`src/rtl/app_mul_accumulate_pkg.sv`:
```
// Shared types for the log-multiplier accumulate stage.
// Optional saturating mode: APP_MUL_ACC_SATURATE_EN (see app_acc_sat_add).
package app_mul_accumulate_pkg;

  localparam int unsigned ScalarWidth = 32;

  typedef logic [ScalarWidth-1:0] scalar_t;

  typedef enum logic [1:0] {
    ACC_IDLE,
    ACC_RUN,
    ACC_RESULT
  } app_acc_state_t;

  // Sign- or zero-extend a product into an accumulator-width operand.
  function automatic logic [63:0] ext_product(input scalar_t product, input logic sign);
    logic [63:0] wide;
    wide = sign ? {{32{product[ScalarWidth-1]}}, product} : {32'h0, product};
    return wide;
  endfunction

endpackage

```
`src/rtl/app_mul_accumulate_if.sv`:
```
// Input product stream and output result handshake of the accumulate stage.
interface app_mul_accumulate_if #(
  parameter int unsigned ACC_WIDTH = 40,
  parameter int unsigned MAX_COUNT = 256
);
  import app_mul_accumulate_pkg::*;

  localparam int unsigned CntWidth = $clog2(MAX_COUNT + 1);

  logic                 in_valid;
  logic                 in_ready;
  scalar_t              in_product;
  logic                 in_sign;
  logic                 in_last;
  logic                 out_valid;
  logic                 out_ready;
  logic [ACC_WIDTH-1:0] out_result;
  logic [CntWidth-1:0]  out_count;
  logic                 out_overflow;

  modport master (
    output in_valid, in_product, in_sign, in_last, out_ready,
    input  in_ready, out_valid, out_result, out_count, out_overflow
  );

  modport slave (
    input  in_valid, in_product, in_sign, in_last, out_ready,
    output in_ready, out_valid, out_result, out_count, out_overflow
  );

endinterface

```
`src/rtl/app_acc_sat_add.sv`:
```
// Combinational signed accumulator adder with overflow detect.
// APP_MUL_ACC_SATURATE_EN clamps the sum to the signed range on overflow.
module app_acc_sat_add #(
  parameter int unsigned ACC_WIDTH = 40
) (
  input  logic [ACC_WIDTH-1:0] a_i,
  input  logic [ACC_WIDTH-1:0] b_i,
  output logic [ACC_WIDTH-1:0] sum_o,
  output logic                 overflow_o
);

  logic [ACC_WIDTH-1:0] raw_sum;
  logic                 ovf;

  always_comb begin
    raw_sum = a_i + b_i;
    // Same operand signs but a different result sign means two's complement overflow.
    ovf     = (a_i[ACC_WIDTH-1] == b_i[ACC_WIDTH-1]) &&
              (raw_sum[ACC_WIDTH-1] != a_i[ACC_WIDTH-1]);
  end

`ifdef APP_MUL_ACC_SATURATE_EN
  logic [ACC_WIDTH-1:0] sat_max;
  logic [ACC_WIDTH-1:0] sat_min;

  always_comb begin
    sat_max = {1'b0, {(ACC_WIDTH-1){1'b1}}};
    sat_min = {1'b1, {(ACC_WIDTH-1){1'b0}}};
    sum_o   = raw_sum;
    if (ovf) begin
      sum_o = a_i[ACC_WIDTH-1] ? sat_min : sat_max;
    end
  end
`else
  assign sum_o = raw_sum;
`endif

  assign overflow_o = ovf;

endmodule

```
`src/rtl/app_mul_accumulate.sv`:
```
// Accumulates a stream of 32-bit products into groups and returns sum, count and overflow.
// Saturating accumulation is selected with APP_MUL_ACC_SATURATE_EN.
module app_mul_accumulate
  import app_mul_accumulate_pkg::*;
#(
  parameter int unsigned ACC_WIDTH = 40,
  parameter int unsigned MAX_COUNT = 256
) (
  input logic                 clk,
  input logic                 reset,
  app_mul_accumulate_if.slave bus
);

  localparam int unsigned CntWidth = $clog2(MAX_COUNT + 1);

  app_acc_state_t       state_q, state_d;
  logic [ACC_WIDTH-1:0] acc_q, acc_d;
  logic [CntWidth-1:0]  count_q, count_d;
  logic                 ovf_q, ovf_d;

  logic [63:0]          prod_wide;
  logic [ACC_WIDTH-1:0] operand;
  logic [ACC_WIDTH-1:0] add_sum;
  logic                 add_ovf;
  logic                 in_fire;
  logic                 end_group;

  always_comb begin
    prod_wide = ext_product(bus.in_product, bus.in_sign);
    operand   = prod_wide[ACC_WIDTH-1:0];
  end

  app_acc_sat_add #(
    .ACC_WIDTH (ACC_WIDTH)
  ) u_add (
    .a_i        (acc_q),
    .b_i        (operand),
    .sum_o      (add_sum),
    .overflow_o (add_ovf)
  );

  assign in_fire   = bus.in_valid && (state_q != ACC_RESULT);
  assign end_group = bus.in_last || (count_q == CntWidth'(MAX_COUNT - 1));

  always_comb begin
    state_d = state_q;
    acc_d   = acc_q;
    count_d = count_q;
    ovf_d   = ovf_q;
    unique case (state_q)
      ACC_IDLE, ACC_RUN: begin
        if (in_fire) begin
          acc_d   = add_sum;
          count_d = count_q + CntWidth'(1);
          ovf_d   = ovf_q | add_ovf;
          state_d = end_group ? ACC_RESULT : ACC_RUN;
        end
      end
      ACC_RESULT: begin
        // Clearing here keeps the next group starting from zero without a restart path.
        if (bus.out_ready) begin
          acc_d   = '0;
          count_d = '0;
          ovf_d   = 1'b0;
          state_d = ACC_IDLE;
        end
      end
      default: begin
        acc_d   = '0;
        count_d = '0;
        ovf_d   = 1'b0;
        state_d = ACC_IDLE;
      end
    endcase
  end

  always_ff @(posedge clk or posedge reset) begin
    if (reset) begin
      state_q <= ACC_IDLE;
      acc_q   <= '0;
      count_q <= '0;
      ovf_q   <= 1'b0;
    end else begin
      state_q <= state_d;
      acc_q   <= acc_d;
      count_q <= count_d;
      ovf_q   <= ovf_d;
    end
  end

  // Outputs are pure register decodes, so they hold while the consumer stalls.
  assign bus.in_ready     = (state_q != ACC_RESULT);
  assign bus.out_valid    = (state_q == ACC_RESULT);
  assign bus.out_result   = acc_q;
  assign bus.out_count    = count_q;
  assign bus.out_overflow = ovf_q;

endmodule
```
`src/flat_wrapper.sv`:
```
// flat-port wrapper written by rule: the top's interface ports become plain ports
module app_mul_accumulate_flat import app_mul_accumulate_pkg::*;
#(
  parameter int unsigned ACC_WIDTH = 40,
  parameter int unsigned MAX_COUNT = 256
)
  (clk, reset, bus_in_valid, bus_in_product, bus_in_sign, bus_in_last, bus_out_ready, bus_in_ready, bus_out_valid, bus_out_result, bus_out_count, bus_out_overflow);
  app_mul_accumulate_if #(.ACC_WIDTH(ACC_WIDTH), .MAX_COUNT(MAX_COUNT)) bus_i ();
  input logic clk;
  input logic reset;
  input wire logic [$bits(bus_i.in_valid)-1:0] bus_in_valid;
  input wire logic [$bits(bus_i.in_product)-1:0] bus_in_product;
  input wire logic [$bits(bus_i.in_sign)-1:0] bus_in_sign;
  input wire logic [$bits(bus_i.in_last)-1:0] bus_in_last;
  input wire logic [$bits(bus_i.out_ready)-1:0] bus_out_ready;
  output wire logic [$bits(bus_i.in_ready)-1:0] bus_in_ready;
  output wire logic [$bits(bus_i.out_valid)-1:0] bus_out_valid;
  output wire logic [$bits(bus_i.out_result)-1:0] bus_out_result;
  output wire logic [$bits(bus_i.out_count)-1:0] bus_out_count;
  output wire logic [$bits(bus_i.out_overflow)-1:0] bus_out_overflow;
  assign bus_i.in_valid = bus_in_valid;
  assign bus_i.in_product = bus_in_product;
  assign bus_i.in_sign = bus_in_sign;
  assign bus_i.in_last = bus_in_last;
  assign bus_i.out_ready = bus_out_ready;
  assign bus_in_ready = bus_i.in_ready;
  assign bus_out_valid = bus_i.out_valid;
  assign bus_out_result = bus_i.out_result;
  assign bus_out_count = bus_i.out_count;
  assign bus_out_overflow = bus_i.out_overflow;
  app_mul_accumulate #(.ACC_WIDTH(ACC_WIDTH), .MAX_COUNT(MAX_COUNT)) u_core (.clk(clk), .reset(reset), .bus(bus_i));
endmodule
```
`config.mk`:
```
export PLATFORM = sky130hd
export DESIGN_NAME = app_mul_accumulate_flat
export DESIGN_NICKNAME = d
export VERILOG_FILES = /design/src/rtl/app_mul_accumulate_pkg.sv /design/src/rtl/app_mul_accumulate_if.sv /design/src/rtl/app_acc_sat_add.sv /design/src/rtl/app_mul_accumulate.sv /design/src/flat_wrapper.sv
export SDC_FILE = /design/constraint.sdc
export NUM_CORES = 1
export LEC_CHECK = 0
export BUFFER_PORTS_ARGS = -buffer_cell sky130_fd_sc_hd__buf_2
export CAP_MARGIN = 0
export CORE_MARGIN = 10
export CORE_UTILIZATION = 45
export CTS_CLUSTER_DIAMETER = 150
export DETAILED_ROUTE_END_ITERATION = 16
export PLACE_DENSITY = 0.77
export SYNTH_ARGS = -nofsm -noshare
export SYNTH_HDL_FRONTEND = slang
export SYNTH_SLANG_ARGS = --single-unit
```
`constraint.sdc`:
```
create_clock -name clk -period 4.3 [get_ports clk]
set_input_delay 0.645 -clock clk [delete_from_list [all_inputs] [get_ports clk]]
set_output_delay 0.645 -clock clk [all_outputs]
set_load 0.01 [all_outputs]
```
=== After elaboration in Yosys (flattened, before gate mapping) ===
Index checks and enable logic that the tools add are counted.

* Register bits after elaboration: 52
* Input bits: 38
* Output and inout bits: 52

* Add/subtract/negate cells: 2
* Equality and inequality tests: 8
* Multiplexer cells: 14
* Bitwise operators: 1
* Reductions and logical operators: 6

{| class="wikitable"
|+ Operators with widths
! kind !! count
|-
| 40-bit 2-to-1 mux || 3
|-
| 40-bit case mux with 2 select lines || 1
|-
| 40-bit adder || 1
|-
| 9-bit 2-to-1 mux || 2
|-
| 9-bit case mux with 2 select lines || 1
|-
| 9-bit by 1-bit adder with 9-bit output (second input constant) || 1
|-
| 9-bit by 8-bit == test with 1-bit output (second input constant) || 1
|-
| 2-bit 2-to-1 mux || 3
|-
| 2-bit != test (second input constant) || 2
|-
| 2-bit case mux with 2 select lines || 1
|-
| 2-bit by 1-bit == test with 1-bit output (second input constant) || 1
|-
| 2-bit == test (second input constant) || 1
|-
| 1-bit logical AND || 2
|-
| 2-bit zero test || 1
|-
| 1-bit 2-to-1 mux || 2
|-
| 2-bit by 1-bit != test with 1-bit output (second input constant) || 1
|-
| 1-bit case mux with 2 select lines || 1
|-
| 2-bit AND reduction || 1
|-
| 2-bit OR reduction || 1
|-
| 1-bit == test || 1
|-
| 1-bit logical OR || 1
|-
| 1-bit != test || 1
|-
| 1-bit OR || 1
|}

=== Longest topological paths before layout ===
Gate-level depths: netlist (run 1).

* Word-level depth: 7
* Depth in mapped cells: 12

=== Hierarchy ===
A second synthesis (run 1) with hierarchy kept.

* Cells, all modules: 569
* Area total of the unflattened synthesis: 4448.0 um^2

{| class="wikitable"
|+ By module, submodules not included
! module !! times used !! cells each !! area an instance (um^2) !! seq. area each (um^2)
|-
| app_acc_sat_add || 1 || 331 || 2257.2 || 0.0
|-
| app_mul_accumulate || 1 || 238 || 2190.9 || 1301.2
|}

=== Worst setup path before layout (run 1) ===
Ideal clock, no wire load.

* Path kind: input port to flip-flop
* From: in bus_in_product[0]
* To: reg u_core.acc_q[24] (netlist: u_core.bus.out_result[24])
* Library setup time: 0.136 ns
* Data arrival time: 2.735 ns
* Path slack: 1.429 ns
* Stages: 12
* Path buffers: 0
* Path through: ha_1 inv_1 fa_1 nand2b_1 a21o_1 a21oi_2 o21ba_1 o21a_2 a211oi_1 o41ai_1 mux2i_1 o211ai_1

* Cells in the longest elaborated chain, start to end: 4

{| class="wikitable"
|+ Ends and longest elaborated chain
! what !! RTL line !! source
|-
| start: declaration || flat_wrapper.sv:12 || <nowiki>input wire logic [$bits(bus_i.in_product)-1:0] bus_in_product;</nowiki>
|-
| 40-bit 2-to-1 mux || app_mul_accumulate_pkg.sv:18 || <nowiki>wide = sign ? {{32{product[ScalarWidth-1]}}, product} : {32'h0, product};</nowiki>
|-
| 40-bit adder || app_acc_sat_add.sv:16 || <nowiki>raw_sum = a_i + b_i;</nowiki>
|-
| 40-bit 2-to-1 mux || app_mul_accumulate.sv:52 || <nowiki>if (in_fire) begin</nowiki>
|-
| 40-bit case mux with 2 select lines || app_mul_accumulate.sv:50 || <nowiki>unique case (state_q)</nowiki>
|-
| end signal: assignment || app_mul_accumulate.sv:80 || <nowiki>acc_q <= '0;</nowiki>
|-
| end signal: assignment || app_mul_accumulate.sv:85 || <nowiki>acc_q <= acc_d;</nowiki>
|-
| end: declaration || app_mul_accumulate.sv:17 || <nowiki>logic [ACC_WIDTH-1:0] acc_q, acc_d;</nowiki>
|}

Every way passes these cells. The select of a mux whose other input is x is not followed.
A chain may end at the register's enable or synchronous reset.

=== Worst setup path in the final report (run 1) ===
* From: reg u_core.acc_q[0] (netlist: u_core.bus.out_result[0])
* To: reg u_core.acc_q[24] (netlist: u_core.bus.out_result[24])

* Cells in the longest elaborated chain, start to end: 3

{| class="wikitable"
|+ Ends and longest elaborated chain
! what !! RTL line
|-
| 40-bit adder || app_acc_sat_add.sv:16
|-
| 40-bit 2-to-1 mux || app_mul_accumulate.sv:52
|-
| 40-bit case mux with 2 select lines || app_mul_accumulate.sv:50
|}

Every way passes these cells. The select of a mux whose other input is x is not followed.

==> impl_results.md, run 1 <==
- Pre-CTS setup slack: 1020 ps
- Largest family of logic cells by synthesized area: compound AO/OA/AOI/OAI gates
- Cells on worst reg2reg path: 12
- HPWL Detailed: 8.80 mm
- Crit Path Max Fanout: 4
- Max_cap viols: 0
- # hold bufs at CTS: 0
- WL/cell: 16.3 um
- Number of synthesized flops with an enable pin: 0
- Gr usage total: 16.6%
- Clock power share: 9.6%
- Unique masters post-synth: 54
- Reg-to-Reg End: u_core.bus.out_result[24]$_DFFE_PP0P_
- CTS root buf: clkbuf_8
- Peak VDD IR: 0.265 mV
- Vias in the first global route: 3958
- Maximum clock rate: 0.338 GHz
- Max_slew headroom: 16.7%
- Layout cells sized above 1: 19.3%
- Largest net degree at the start of global routing: 55
- TritonCTS clock tree: built
- Post-route setup TNS: 0 ps
- Seq pwr share: 26.7%
- Adder-Cell Fraction of Synth Area: 12.7%
- Cell Area, Synth: 0.00421 mm^2
- Clock Latency Late Sink: 310 ps
- # DRC: 0
- Simple-gate share of the synthesized area: 18.8%
- Final Hold Fails: 0
- Commonest cells after routing, fill and taps aside: buf_2, nand2_1, dfrtp_1, o21ai_0, a21oi_1
- Logic pwr share: 63.7%
- Sequential share of the synthesized area: 30.9%
- Worst setup path end: u_core.bus.out_result[24]$_DFFE_PP0P_
- Startpoint Class: flop
- Initial core utilization: 46.0%
- Sw frac: 48.4%
- Worst hold-check path type: in2async
- CP Class: reg2reg
- Fillers: 883
- Final wirelength: 11.4 mm
- Syn Inst Count: 509
- P_int: 0.00167 W
- Post-CTS sizing: 0
- Setup ws final: 1340 ps
- LEAKAGE: 2.40 nW
- First-pass GRT wire length: 18.7 mm
- Post-detailed-route count of antenna-violating nets: 0
- Vias: 4011
- Diodes inserted: 0
- Avg Inst Size Synth: 8.26 um^2
- Via/cell ratio: 5.75
- Synth Area in Compound Gates: 25.8%
- Final period util: 68.8%
- Pwr Total: 0.00323 W
- Endpoints failing setup: 0
- Core Area: 0.00915 mm^2
- Max Root-Sink Buffers: 2
- Max-slew violations: 0
- Beginning of the critical path: u_core.bus.out_result[0]$_DFFE_PP0P_
- Clock Skew: 10.8 ps
- DR pass1 iterations: 4
- Initial antenna violation count: 0
- I/O Buffers: 89
- Max incr delay on CP: 390 ps
- Worst Path Arrival: 3120 ps
- RSZ-0062 raised after global routing: no
- Post-CTS Setup Inserts: 0
- Die X: 117 um
- Synth warn: 0
- Syn nets: 589
- H-tree depth: 2
- Slowest-stage cell, CP: dfrtp_1
- DIE AREA: 0.0136 mm^2
- Top_reg_cell synth: dfrtp_1
- NumNets Final: 665
- #FFs+latches synth: 52
- Synth async-reset ratio: 100%
- Num rows: 35
- Die Y: 117 um
- Register-to-register setup slack: 1340 ps
- Final Util: 52.4%
- Congestion Overflow GR: 0
- Net Switching: 0.00156 W
- Top Ports: 90
- Clk sinks: 52
- Critical Path RT: 4470 ps
- Min Tclk post-route: 2960 ps
- Worst hold margin: 514 ps
- Worst-path cell chain: ha_1 -> inv_1 -> fa_1 -> nand2b_1 -> a21o_1 -> a21oi_2 -> o21ba_1 -> o21a_2 -> a211oi_1 -> o41ai_1 -> mux2i_1 -> o211ai_1
- Gpl congestion: 0.957
- Mux share of post-synthesis cell area: 1.19%
- Reg clk slew, reported paths: 110 ps
- DR iter-0 viols: 185
- Xor/xnor share of the synthesized area: 6.87%
- Cell Pwr Density: 673 mW/mm^2
- Transition time of the tightest slew-check pin: 1240 ps
- Reg-to-reg startpoint: u_core.bus.out_result[0]$_DFFE_PP0P_
- Area Growth Syn to Fin: 14.1%
- CTS buffer count: 5
- Status: finished, final reports clean
- Most common cell after layout, fill and taps aside: buf_2
- Crit. End Element: flop
-- flip-flops by register name, indices dropped and copies added (netlist names) --
name                     flops
u_core.bus.out_result       40
u_core.state_q               2
u_core.bus.out_count         9
u_core.bus.out_overflow      1
-- power groups by stage --
stage / Sequential (W) / Clock, W / Combinational, W
after global routing: 0.000898 / 0.000337 / 0.00231
after global placement: 0.000862 / 0 / 0.00200
final: 0.000862 / 0.000310 / 0.00206
after detailed placement: 0.000872 / 0 / 0.00205
after floorplan: 0.000932 / 0 / 0.00143
after CTS: 0.000865 / 0.000321 / 0.00206
-- critical path, delay by kind of cell, from the launching register on --
| family | cells | cell delay [ps] |
|---|---|---|
| AOI/OAI and AO/OA | 7 | 1360 |
| adders and majority gates | 2 | 600 |
| buffers and inverters | 1 | 60 |
| DFF | 1 | 390 |
| muxes | 1 | 230 |
| and+or+nand+nor | 1 | 180 |
-- metrics by stage --
| stage | instances | area, um^2 |
|---|---|---|
| after floorplan | 509 | 4210 |
| after global placement | 689 | 4710 |
| after detailed placement | 689 | 4710 |
| after CTS | 697 | 4800 |
| after global routing | 697 | 4800 |
| final | 697 | 4800 |
-- layer usage --
| metal | vias to the layer above | GRT usage, % | part of all wire, % |
|---|---|---|---|
| li1 | 1994 | - | - |
| met1 | 1898 | 20.6 | 44 |
| met2 | 112 | 29.1 | 49 |
| met3 | 7 | 3.44 | 6.3 |
| met4 | 0 | 3.46 | 0.82 |
| met5 | - | 0 | 0 |
-- layout make-up --
cell class,instances,area [um^2],share of cell area [%]
multi-input cells,420,2750,57.3
flip-flops and latches,52,1300,27.1
repair buffers,91,460,9.59
well taps,111,139,2.89
clock buffers,5,68.8,1.43
inverters,15,56.3,1.17
clock inverters,3,25.0,0.521
-- worst min path at each step --
stage / from / cells after the start / to / slack, ps
CTS: bus_out_ready / 2 / u_core.state_q[1]$_DFFE_PP0P_ / 510
finish: reset / 3 / u_core.bus.out_result[0]$_DFFE_PP0P_ / 510
global route: bus_out_ready / 2 / u_core.state_q[1]$_DFFE_PP0P_ / 510
floorplan: u_core.state_q[0]$_DFFE_PP0P_ / 2 / u_core.state_q[0]$_DFFE_PP0P_ / 520
detailed placement: u_core.bus.out_result[0]$_DFFE_PP0P_ / 2 / u_core.bus.out_result[0]$_DFFE_PP0P_ / 490
global placement: u_core.bus.out_result[0]$_DFFE_PP0P_ / 2 / u_core.bus.out_result[0]$_DFFE_PP0P_ / 480
-- kinds of logic after synthesis --
kind of cell / after synthesis
AOI/OAI and AO/OA: 175
and+or+nand+nor: 165
DFF: 52
adders and majority gates: 42
buffers and inverters: 37
xor gates and xnor gates: 33
muxes: 5
-- synthesized netlist by cell type, types with 3 or more instances --
cell type	number	area (um^2)
clkbuf_1	18	67.6
o21ai_0	51	255
o21bai_1	6	45.0
mux2i_1	5	50.1
xnor2_1	17	149
nand3_1	18	90.1
nor2_1	31	116
nand4_1	8	50.1
nand3b_1	3	22.5
nor3_1	7	35.0
o211ai_1	5	37.5
nand2b_1	8	50.1
or3_1	5	31.3
a21o_1	19	143
o21ai_1	8	40.0
nor2b_1	3	18.8
ha_1	41	513
nand2_1	69	259
a211oi_1	4	30.0
inv_1	15	56.3
o21a_1	4	30.0
a21oi_1	43	215
nor3b_1	4	30.0
dfrtp_1	52	1300
o22ai_1	3	18.8
o31ai_1	7	52.6
xor2_1	16	140
a31oi_1	6	37.5
Power figures use the tool's default switching activity.
==> run 2: changes to the inputs <==
clock period = 2.76 ns   (was 4.3 ns; I/O delays follow)
==> run 2 against run 1 <==
  * First-iteration DRC count is 3.8% higher
  * Power up 82%
  * Maximum frequency is 10% higher
  * Clock power is 81% higher
  * Critical path depth down 2
  * Clock skew down 4.5 ps
  * Final cell count is 7.9% higher
  * Global-route usage up 0.90 points
  * Utilization increased by 6.9 points
  * Sequential share of layout area down 3.2 points
==> impl_results.md, run 2 (same netlist as run 1, synthesis figures left out) <==
- LEAKAGE: 2.69 nW (+12%)
- Final wirelength: 12.3 mm (+8.2%)
- Sw frac: 45.5% (-2.9 points)
- Top Ports: 90 (unchanged)
- Worst Path Arrival: 2880 ps (-240 ps)
- Gpl congestion: 0.949 (-0.87%)
- Vias in the first global route: 4159 (+5.1%)
- RSZ-0062 raised after global routing: yes
- Final Hold Fails: 0 (unchanged)
- Num rows: 35 (unchanged)
- P_int: 0.00320 W (+92%)
- Die Y: 117 um (unchanged)
- Commonest cells after routing, fill and taps aside: buf_2, nand2_1, buf_4, dfrtp_1, o21ai_0
- Crit. End Element: flop
- Max_slew headroom: 33.5% (+17 points)
- Clock power share: 9.5% (about the same)
- # DRC: 0 (unchanged)
- First-pass GRT wire length: 19.7 mm (+5.2%)
- Maximum clock rate: 0.373 GHz (+10%)
- HPWL Detailed: 9.42 mm (+7.0%)
- Seq pwr share: 23.3% (-3.4 points)
- Initial core utilization: 46.0% (unchanged)
- Via/cell ratio: 5.55 (-3.6%)
- NumNets Final: 720 (+8.3%)
- Transition time of the tightest slew-check pin: 998 ps (-243 ps)
- TritonCTS clock tree: built
- Status: finished, final reports clean
- Final period util: 97.2% (+28 points)
- Max incr delay on CP: 430 ps (+40 ps)
- Max Root-Sink Buffers: 2 (unchanged)
- Max_cap viols: 0 (unchanged)
- Gr usage total: 17.5% (+0.90 points)
- Dpl cells: 739 (+7.3%)
- Largest net degree at the start of global routing: 55 (unchanged)
- Diodes inserted: 0 (unchanged)
- Slowest-stage cell, CP: dfrtp_1
- Clock Skew: 6.33 ps (-4.48 ps)
- WL/cell: 16.4 um (+0.30%)
- Min Tclk post-route: 2680 ps (-275 ps)
- Max reg flops: 40 (unchanged)
- Critical Path RT: 2950 ps (-1520 ps)
- Clk sinks: 52 (unchanged)
- DIE AREA: 0.0136 mm^2 (unchanged)
- Congestion Overflow GR: 0 (unchanged)
- CTS buffer count: 5 (unchanged)
- # hold bufs at CTS: 0 (unchanged)
- Endpoints failing setup: 0 (unchanged)
- Cell Pwr Density: 1080 mW/mm^2 (+60%)
- Post-detailed-route count of antenna-violating nets: 0 (unchanged)
- DR pass1 iterations: 4 (unchanged)
- Most common cell after layout, fill and taps aside: buf_2
- I/O Buffers: 89 (unchanged)
- Post-Layout Cell Count: 752 (+7.9%)
- Die X: 117 um (unchanged)
- Worst-path cell chain: ha_4 -> nand3_4 -> a31oi_4 -> or3_4 -> o21ba_4 -> o211ai_4 -> a21boi_2 -> or2_4 -> nor4b_4 -> or3_1
- Clock Latency Late Sink: 310 ps (about the same)
- Max-slew violations: 0 (unchanged)
- Peak VDD IR: 0.473 mV (+78%)
- Startpoint Class: flop
- Pwr Total: 0.00587 W (+82%)
- Logic pwr share: 67.1% (+3.4 points)
- Worst hold-check path type: in2reg
- Layout cells sized above 1: 30.3% (+11 points)
- Net Switching: 0.00267 W (+71%)
- Area Growth Syn to Fin: 29.2%
- Crit Path Max Fanout: 6 (+2)
- DR iter-0 viols: 192 (+3.8%)
- Core Area: 0.00915 mm^2 (unchanged)
- H-tree depth: 2 (unchanged)
- Final Util: 59.4% (+6.9 points)
- CP Class: reg2reg
- Initial antenna violation count: 0 (unchanged)
- Vias: 4171 (+4.0%)
- Reg clk slew, reported paths: 100 ps (about the same)
- CTS root buf: clkbuf_8
## run 2: changes by cell type in the layout (fill, tap and decap cells not counted), sizes merged
cell / delta
inv: -1
bufinv: +1
buf: +55
## run 2: timing repair
item | 4_1_cts | 5_1_grt
endpoints found under the setup margin | 3 | 17
setup buffers | 1 | 4
pin swaps | 1 | 16
resized for setup | 4 | 37
## run 2: worst paths after layout
check / endpoint / slack [ps] / from / depth (start not counted)
setup / recovery: u_core.bus.out_result[34]$_DFFE_PP0P_ / 80 / u_core.bus.out_result[8]$_DFFE_PP0P_ / 10
hold / removal: u_core.state_q[1]$_DFFE_PP0P_ / 290 / bus_out_ready / 2
setup reg to reg: u_core.bus.out_result[34]$_DFFE_PP0P_ / 80 / u_core.bus.out_result[8]$_DFFE_PP0P_ / 10
hold reg to reg: u_core.bus.out_overflow$_DFFE_PP0P_ / 520 / u_core.bus.out_overflow$_DFFE_PP0P_ / 1
max in group asynchronous: u_core.bus.out_count[2]$_DFFE_PP0P_ / 2000 / reset / 3
min in group asynchronous: u_core.bus.out_result[3]$_DFFE_PP0P_ / 300 / reset / 3
## run 2: layout make-up
class | count | area, um^2
clock buffer | 5 | 68.8
clock inverter | 3 | 46.3
fill | 829 | 3720
inverter | 15 | 56.3
multi-input combinational | 420 | 2950
sequential | 52 | 1300
tap | 111 | 139
timing repair buffer | 146 | 873
## run 2: critical path: cells and delay by family, from the launching register on
family          cells  cell delay [ps]
compound gates      4              600
fa+ha+maj           1              270
simple gates        5             1270
flops               1              430
## run 2: routing by layer
metal | GRT usage [%] | vias to the layer above | share of wire, % | wire [um]
li1 | - | 2103 | - | -
met1 | 21.9 | 1976 | 45 | 5490
met2 | 30.6 | 84 | 50 | 6120
met3 | 3.49 | 8 | 5.1 | 631
met4 | 3.29 | 0 | 0.67 | 83
met5 | 0 | - | 0 | 0
## run 2: power groups by stage
stage,logic (W),clock network (W),registers [W]
4_1_cts,0.00367,0.000581,0.00135
6_report,0.00394,0.000561,0.00137
3_3_place_gp,0.00356,0,0.00134
2_1_floorplan,0.00223,0,0.00145
3_5_place_dp,0.00363,0,0.00136
5_1_grt,0.00437,0.000597,0.00142
## run 2: per-stage QoR
stage / setup TNS, ps / instance area, um^2 / hold slack, ps / setup slack [ps]
after floorplan: 0 / 4210 / 503 / 105
after global placement: -227 / 5080 / 484 / -107
after detailed placement: -923 / 5080 / 496 / -232
after CTS: 0 / 5220 / 277 / 2.68
after global routing: -84.8 / 5440 / 302 / -42.9
final: 0 / 5440 / 291 / 77.8
